$ cat src/rtl/store_commit_buffer_if.sv
// Store commit buffer bus bundle: store enqueue, ROB retire, flush and data-memory write port.
// Port summary: master = execution/ROB/memory side (drives requests, ready); slave = buffer.
// Status (is_full/is_empty/misalign) and the dmem write request flow from slave to master.
interface store_commit_buffer_if #(
  parameter int ROB_W = 6
);
  logic             mis_pred;
  logic             we;
  logic [31:0]      store_addr;
  logic [31:0]      store_data;
  logic [2:0]       width;
  logic [ROB_W-1:0] rob_dest;
  logic             commit_valid;
  logic [ROB_W-1:0] commit_rob;
  logic             dmem_ready;
  logic             is_full;
  logic             is_empty;
  logic             misalign;
  logic             dmem_we;
  logic [31:0]      dmem_write_addr;
  logic [31:0]      dmem_write_data;
  logic [3:0]       dmem_byte_en;

  modport master (
    output mis_pred, we, store_addr, store_data, width, rob_dest,
           commit_valid, commit_rob, dmem_ready,
    input  is_full, is_empty, misalign, dmem_we, dmem_write_addr,
           dmem_write_data, dmem_byte_en
  );

  modport slave (
    input  mis_pred, we, store_addr, store_data, width, rob_dest,
           commit_valid, commit_rob, dmem_ready,
    output is_full, is_empty, misalign, dmem_we, dmem_write_addr,
           dmem_write_data, dmem_byte_en
  );
endinterface

$ cat src/rtl/store_commit_buffer.sv
// Purpose: holds executed stores until ROB retirement, then writes them in order to dmem.
// Latency: commit at edge M -> dmem_we earliest after edge M+1; one write per cycle sustained.
// Backpressure: dmem_ready low holds the write stable; enqueue while full is silently dropped.
// Ports: clk, reset (sync, active-high); sb = slave view of store_commit_buffer_if
// (enqueue/commit/flush inputs, is_full/is_empty/misalign status, byte-enabled dmem write).
module store_commit_buffer #(
  parameter int DEPTH = 8,
  parameter int ROB_W = 6
) (
  input logic                  clk,
  input logic                  reset,
  store_commit_buffer_if.slave sb
);
  localparam int            AW       = $clog2(DEPTH);
  localparam logic [AW-1:0] PTR_ONE  = AW'(1);
  localparam logic [AW:0]   CNT_ONE  = (AW+1)'(1);
  localparam logic [AW:0]   CNT_FULL = (AW+1)'(DEPTH);

  typedef enum logic [1:0] {ENT_FREE, ENT_PENDING, ENT_COMMITTED} ent_e;
  typedef enum logic {ST_IDLE, ST_WRITE} fsm_e;

  ent_e             st_q    [DEPTH];
  ent_e             st_d    [DEPTH];
  logic [31:0]      addr_q  [DEPTH];
  logic [31:0]      data_q  [DEPTH];
  logic [2:0]       width_q [DEPTH];
  logic [ROB_W-1:0] tag_q   [DEPTH];

  logic [AW-1:0] head_q, head_d, tail_q, tail_d, cidx, ld_idx;
  logic [AW:0]   count_q, count_d, ncom;
  fsm_e          fsm_q, fsm_d;
  logic          misalign_q, misalign_d, dmem_we_q, dmem_we_d;
  logic [31:0]   waddr_q, waddr_d, wdata_q, wdata_d;
  logic [3:0]    be_q, be_d;
  logic          full, empty, aligned, do_enq, pop, load, commit_hit;

  assign full                = (count_q == CNT_FULL);
  assign empty               = (count_q == '0);
  assign sb.is_full          = full;
  assign sb.is_empty         = empty;
  assign sb.misalign         = misalign_q;
  assign sb.dmem_we          = dmem_we_q;
  assign sb.dmem_write_addr  = waddr_q;
  assign sb.dmem_write_data  = wdata_q;
  assign sb.dmem_byte_en     = be_q;

  always_comb begin : align_chk
    aligned = 1'b0;
    case (sb.width)
      3'b000:  aligned = 1'b1;
      3'b001:  aligned = ~sb.store_addr[0];
      3'b010:  aligned = (sb.store_addr[1:0] == 2'b00);
      default: aligned = 1'b0;
    endcase
  end

  // A flush in the same cycle kills the incoming store as well.
  assign do_enq     = sb.we && !full && !sb.mis_pred && aligned;
  assign misalign_d = sb.we && !aligned;

  // Drain FSM. In WRITE the head entry stays COMMITTED until accepted, so a
  // concurrent flush counts it among the survivors.
  always_comb begin : drain_fsm
    fsm_d     = fsm_q;
    dmem_we_d = dmem_we_q;
    pop       = 1'b0;
    load      = 1'b0;
    ld_idx    = head_q;
    case (fsm_q)
      ST_IDLE: begin
        if (st_q[head_q] == ENT_COMMITTED) begin
          load      = 1'b1;
          dmem_we_d = 1'b1;
          fsm_d     = ST_WRITE;
        end
      end
      ST_WRITE: begin
        if (sb.dmem_ready) begin
          pop    = 1'b1;
          ld_idx = head_q + PTR_ONE;
          if (st_q[ld_idx] == ENT_COMMITTED) begin
            load = 1'b1;
          end else begin
            dmem_we_d = 1'b0;
            fsm_d     = ST_IDLE;
          end
        end
      end
      default: begin
        dmem_we_d = 1'b0;
        fsm_d     = ST_IDLE;
      end
    endcase
  end

  always_comb begin : lane_fmt
    waddr_d = waddr_q;
    wdata_d = wdata_q;
    be_d    = be_q;
    if (load) begin
      waddr_d = {addr_q[ld_idx][31:2], 2'b00};
      case (width_q[ld_idx])
        3'b000: begin
          be_d    = 4'b0001 << addr_q[ld_idx][1:0];
          wdata_d = {4{data_q[ld_idx][7:0]}};
        end
        3'b001: begin
          be_d    = addr_q[ld_idx][1] ? 4'b1100 : 4'b0011;
          wdata_d = {2{data_q[ld_idx][15:0]}};
        end
        default: begin
          be_d    = 4'b1111;
          wdata_d = data_q[ld_idx];
        end
      endcase
    end
  end

  // Order within a cycle: commit, then drain, then flush, then enqueue.
  always_comb begin : queue_upd
    st_d       = st_q;
    head_d     = head_q;
    tail_d     = tail_q;
    count_d    = count_q;
    commit_hit = 1'b0;
    ncom       = '0;
    cidx       = '0;
    if (sb.commit_valid) begin
      // Scan from head so a reused tag retires the oldest pending instance.
      for (int i = 0; i < DEPTH; i++) begin
        cidx = head_q + AW'(i);
        if (!commit_hit && st_q[cidx] == ENT_PENDING && tag_q[cidx] == sb.commit_rob) begin
          st_d[cidx] = ENT_COMMITTED;
          commit_hit = 1'b1;
        end
      end
    end
    if (pop) begin
      st_d[head_q] = ENT_FREE;
      head_d       = head_q + PTR_ONE;
      count_d      = count_q - CNT_ONE;
    end
    if (sb.mis_pred) begin
      for (int i = 0; i < DEPTH; i++) begin
        if (st_d[i] == ENT_PENDING) begin
          st_d[i] = ENT_FREE;
        end else if (st_d[i] == ENT_COMMITTED) begin
          ncom = ncom + CNT_ONE;
        end
      end
      // Committed entries are contiguous from head, so they define the new tail.
      tail_d  = head_d + ncom[AW-1:0];
      count_d = ncom;
    end else if (do_enq) begin
      st_d[tail_q] = ENT_PENDING;
      tail_d       = tail_q + PTR_ONE;
      count_d      = count_d + CNT_ONE;
    end
  end

  always_ff @(posedge clk) begin : state_regs
    if (reset) begin
      for (int i = 0; i < DEPTH; i++) st_q[i] <= ENT_FREE;
      head_q     <= '0;
      tail_q     <= '0;
      count_q    <= '0;
      fsm_q      <= ST_IDLE;
      misalign_q <= 1'b0;
      dmem_we_q  <= 1'b0;
      waddr_q    <= '0;
      wdata_q    <= '0;
      be_q       <= '0;
    end else begin
      st_q       <= st_d;
      head_q     <= head_d;
      tail_q     <= tail_d;
      count_q    <= count_d;
      fsm_q      <= fsm_d;
      misalign_q <= misalign_d;
      dmem_we_q  <= dmem_we_d;
      waddr_q    <= waddr_d;
      wdata_q    <= wdata_d;
      be_q       <= be_d;
    end
  end

  // Payload needs no reset: only entries marked PENDING/COMMITTED are ever read.
  always_ff @(posedge clk) begin : payload_regs
    if (do_enq) begin
      addr_q[tail_q]  <= sb.store_addr;
      data_q[tail_q]  <= sb.store_data;
      width_q[tail_q] <= sb.width;
      tag_q[tail_q]   <= sb.rob_dest;
    end
  end
endmodule
$ cat src/flat_wrapper.sv
// flat-port wrapper written by rule: the top's interface ports become plain ports
module store_commit_buffer_flat 
#(
  parameter int DEPTH = 8,
  parameter int ROB_W = 6
)
  (clk, reset, sb_mis_pred, sb_we, sb_store_addr, sb_store_data, sb_width, sb_rob_dest, sb_commit_valid, sb_commit_rob, sb_dmem_ready, sb_is_full, sb_is_empty, sb_misalign, sb_dmem_we, sb_dmem_write_addr, sb_dmem_write_data, sb_dmem_byte_en);
  store_commit_buffer_if #(.ROB_W(ROB_W)) sb_i ();
  input logic clk;
  input logic reset;
  input wire logic [$bits(sb_i.mis_pred)-1:0] sb_mis_pred;
  input wire logic [$bits(sb_i.we)-1:0] sb_we;
  input wire logic [$bits(sb_i.store_addr)-1:0] sb_store_addr;
  input wire logic [$bits(sb_i.store_data)-1:0] sb_store_data;
  input wire logic [$bits(sb_i.width)-1:0] sb_width;
  input wire logic [$bits(sb_i.rob_dest)-1:0] sb_rob_dest;
  input wire logic [$bits(sb_i.commit_valid)-1:0] sb_commit_valid;
  input wire logic [$bits(sb_i.commit_rob)-1:0] sb_commit_rob;
  input wire logic [$bits(sb_i.dmem_ready)-1:0] sb_dmem_ready;
  output wire logic [$bits(sb_i.is_full)-1:0] sb_is_full;
  output wire logic [$bits(sb_i.is_empty)-1:0] sb_is_empty;
  output wire logic [$bits(sb_i.misalign)-1:0] sb_misalign;
  output wire logic [$bits(sb_i.dmem_we)-1:0] sb_dmem_we;
  output wire logic [$bits(sb_i.dmem_write_addr)-1:0] sb_dmem_write_addr;
  output wire logic [$bits(sb_i.dmem_write_data)-1:0] sb_dmem_write_data;
  output wire logic [$bits(sb_i.dmem_byte_en)-1:0] sb_dmem_byte_en;
  assign sb_i.mis_pred = sb_mis_pred;
  assign sb_i.we = sb_we;
  assign sb_i.store_addr = sb_store_addr;
  assign sb_i.store_data = sb_store_data;
  assign sb_i.width = sb_width;
  assign sb_i.rob_dest = sb_rob_dest;
  assign sb_i.commit_valid = sb_commit_valid;
  assign sb_i.commit_rob = sb_commit_rob;
  assign sb_i.dmem_ready = sb_dmem_ready;
  assign sb_is_full = sb_i.is_full;
  assign sb_is_empty = sb_i.is_empty;
  assign sb_misalign = sb_i.misalign;
  assign sb_dmem_we = sb_i.dmem_we;
  assign sb_dmem_write_addr = sb_i.dmem_write_addr;
  assign sb_dmem_write_data = sb_i.dmem_write_data;
  assign sb_dmem_byte_en = sb_i.dmem_byte_en;
  store_commit_buffer #(.DEPTH(DEPTH), .ROB_W(ROB_W)) u_core (.clk(clk), .reset(reset), .sb(sb_i));
endmodule
$ cat config.mk
export PLATFORM = sky130hd
export DESIGN_NAME = store_commit_buffer_flat
export DESIGN_NICKNAME = d
export VERILOG_FILES = /design/src/rtl/store_commit_buffer_if.sv /design/src/rtl/store_commit_buffer.sv /design/src/flat_wrapper.sv
export SDC_FILE = /design/constraint.sdc
export NUM_CORES = 1
export LEC_CHECK = 0
export BUFFER_PORTS_ARGS = -buffer_cell sky130_fd_sc_hd__buf_2
export CORE_AREA = 2 2 254 256
export DETAILED_ROUTE_END_ITERATION = 8
export DIE_AREA = 0 0 256 258
export HOLD_SLACK_MARGIN = 0.05
export PLACE_DENSITY = 0.67
export SLEW_MARGIN = 20
export SYNTH_ARGS = -nofsm -noshare
export SYNTH_HDL_FRONTEND = slang
export SYNTH_SLANG_ARGS = --single-unit
$ cat constraint.sdc
create_clock -name clk -period 11.8 [get_ports clk]
set_input_delay 2.36 -clock clk [delete_from_list [all_inputs] [get_ports clk]]
set_output_delay 2.36 -clock clk [all_outputs]
set_load 0.02 [all_outputs]
==> metrics.md <==
| Metric | Value |
|---|---|
| #FFs+latches synth | 679 |
| Post-synth top area cell | edfxtp_1 |
| Max clock buf depth | 3 |
| Ys flop type | edfxtp_1 |
| Die Footprint | 66000 sq um |
| HP Class | flop to flop |
| Post-Layout Cell Count | 3385 |
| Power density cells | 138 nW/um^2 |
| Critical Path RT | 12.32 ns |
| Clk pwr share | 43.9% |
| Width of the chip | 256 um |
| Util after Layout | 55.1% |
| Psw | 985 uW |
| Antenna violations before repair | 16 |
| Synth area leaders | edfxtp_1 (56%), mux4_2 (7.5%), dfxtp_1 (6.1%) |
| Post-synthesis sequential area ratio | 62.1% |
| Maximum vdd drop | 0.124 mV |
| Vias in the first global route | 20100 |
| Initial DRT Pass Iterations | 5 |
| Worst Reg-to-Reg Cells | 38 |
| CORE AREA | 63600 sq um |
| Worst-Margin Slew | 1.12 ns |
| Buf/Inv on CP | 6 |
| Top delay family on crit path | adder cells |
| Ys Warns | 0 |
| Reg2reg start | u_core.head_q[1] |
| Post-Syn Area | 31300 sq um |
| Final cycle utilization of the critical path | 86.0% |
| Final setup vio count | 0 |
| Grt ovf | 0 |
| Final net count | 2571 |
| Ports | 157 |
| Largest stage delay, worst path | 1.06 ns |
| Sw frac | 20.4% |
| EDFF count, synth | 584 |
| Largest net degree at the start of global routing | 93 |
| Post-cts hold buffer count | 0 |
| Hold endpoint | u_core.sb.dmem_write_data[9] |
| Worst-path fanout max | 38 |
| Clock transition at path regs | 0.06 ns |
| Top post-synthesis cells by count | edfxtp_1 (584), nand2_1 (422), nor2_1 (133) |
| Type of origin of the critical path | flop |
| Crit end category | flop |
| Initial Util | 49.2% |
| R2R Setup Slk | 1.65 ns |
| Cell-internal power | 3.85 mW |
| H-tree depth | 3 |
| Fin Setup TNS | 0 ns |
| Cells after Synth | 2356 |
| Unrepaired setup endpoints after global routing | false |
| Clk sinks | 679 |
| Rel. slew slack | 25.0% |
| Post-CTS setup buffers | 0 |
| # fillers | 5157 |
| CTS tree | yes |
| DRT antenna net count | 0 |
| Total CTS buffers | 69 |
| R2r endpoint | u_core.tail_q[2] |
| Share of the synthesized area in the top cell type | 56.0% |
| Area of the multi-input gates | 11100 sq um |
| Layout cells sized above 1 | 18.5% |
| Vias post-DR | 20600 |
| Chip height | 258 um |
| Dpl cells | 3252 |
| Logic pwr share | 2.0% |
| Synth-to-layout area growth | 12.0% |
| Most frequent CP cell | ha_1 |
| Syn avg cell area | 13.3 sq um |
| Pleak | 12.0 nW |
| Critical path type | flop to flop |
| Routability cong. | 0.944 |
| # rows | 93 |
| Fmax | 98.6 MHz |
| Routed wire length | 81200 um |
| Worst Hold Depth | 2 |
| Max cap viols | 0 |
| Async SR Flop Fraction | 0% |
| Initial DRC count | 1887 |
| Worst skew pair latency | 0.62 ns |
| CTS Root Cell | clkbuf_16 |
| Synth cell types | 91 |
| Skew final | 0.0294 ns |
| Most frequent cell after synthesis | edfxtp_1 |
| Vias/cell | 6.09 |
| Hold Fails Final Rpt | 0 |
| Slowest cell on crit path | ha_2 |
| Reg area | 19400 sq um |
| Total track usage | 24.3% |
| Final min period | 10.15 ns |
| Global-route wire length before repair | 123000 um |
| DP HPWL | 48300 um |
| Reg power frac | 54.1% |
| # DRC | 0 |
| Port Buffers | 154 |
| Post_cts resized | 0 |
| Hold Path Origin | u_core.sb.dmem_write_data[9] |
| Status | finished clean |
| Crit path DAT | 10.67 ns |
| Wire per inst | 24.0 um |
| Final slew viol count | 0 |
==> kinds of logic after synthesis <==
logic type	count (synthesis)	share of synthesized area, %
multiplexers	244	12.5
AND/OR/NAND/NOR	849	12.5
adder cells (fa/ha/maj)	18	0.743
AO/OA/AOI/OAI	307	7.33
buffers and inverters	191	2.76
other	1	0.0120
flip-flops	679	62.1
XOR/XNOR	67	2.11
==> registers in the layout, summed over array words and instances, names as in the netlist <==
name	flops
u_core.data_q	256
u_core.st_q	16
u_core.sb.dmem_byte_en	4
u_core.head_q	3
u_core.width_q	24
u_core.count_q	4
u_core.tag_q	48
u_core.sb.dmem_we	1
u_core.addr_q	256
u_core.tail_q	3
u_core.sb.misalign	1
u_core.sb.dmem_write_data	32
u_core.fsm_q	1
u_core.sb.dmem_write_addr	30
==> cell usage in the layout (no fill, tap or decap), types with 8 or more instances in the layout <==
cell / count
ha_1: 16
clkbuf_1: 20
buf_2: 153
a311oi_1: 76
clkinv_1: 9
nand3_1: 92
and2_1: 13
o22ai_1: 8
nor4_1: 9
mux4_1: 9
nor2_1: 131
buf_4: 46
and3_1: 45
nor3_1: 30
nand2_1: 422
a211oi_1: 37
clkbuf_16: 69
clkinv_2: 9
xor2_1: 23
o21ai_0: 22
nand2b_1: 19
nand4_1: 9
xnor2_1: 34
nor2b_1: 23
edfxtp_1: 584
mux2_2: 19
a31oi_1: 35
mux2i_1: 112
a21oi_1: 45
dfxtp_1: 93
inv_1: 28
mux4_2: 104
==> tightest hold or removal path, cell delays in order (launching register included) <==
cell and delay, ns:
dfxtp_1 0.31, nand2_1 0.05, a21oi_1 0.05
==> layout make-up <==
| cell class | instances | share of cell area (%) |
|---|---|---|
| Sequential cell | 679 | 55.4 |
| Tap cell | 855 | 3.05 |
| Inverter | 31 | 0.342 |
| Clock buffer | 93 | 5.29 |
| Timing Repair Buffer | 200 | 3.20 |
| Antenna cell | 7 | 0.0499 |
| Clock inverter | 33 | 0.974 |
| Multi-Input combinational cell | 1487 | 31.7 |
==> through the flow <==
step	total power [mW]	hold WS, ns	instance area [sq um]	setup slack (ns)
after floorplan	2.71	0.482	31300	2.26
after global placement	2.76	0.443	32900	1.64
after detailed placement	2.76	0.449	32900	1.43
after CTS	4.87	0.465	35000	1.71
after global routing	4.97	0.474	35100	0.866
final	4.84	0.461	35100	1.65
==> power groups by stage <==
stage	registers (mW)	clock network, mW	logic, mW
6_report	2.62	2.12	0.0968
3_5_place_dp	2.67	0	0.0960
3_3_place_gp	2.67	0	0.0914
4_1_cts	2.62	2.16	0.0963
2_1_floorplan	2.67	0	0.0438
5_1_grt	2.62	2.25	0.105
==> worst max path at each step <==
stage,from,endpoint,slack (ns),cells after the start
final,u_core.head_q[1],u_core.tail_q[2],1.65,38
after global routing,u_core.head_q[1],u_core.tail_q[2],0.87,38
after CTS,u_core.head_q[1],u_core.tail_q[2],1.71,40
after detailed placement,sb_commit_rob[3],u_core.tail_q[2],1.43,37
after global placement,sb_commit_rob[4],u_core.tail_q[2],1.64,36
after floorplan,sb_commit_rob[0],u_core.tail_q[2],2.26,36
==> metal layers <==
layer  track usage [%]  vias up  part of all wire, %
li1                  -     9238                    -
met1              32.9    10400                   41
met2              39.7      832                   48
met3              4.51      138                  7.8
met4              8.27       14                  2.8
met5                 0        -                 0.10
No activity file was read; power rests on OpenSTA's default activity.
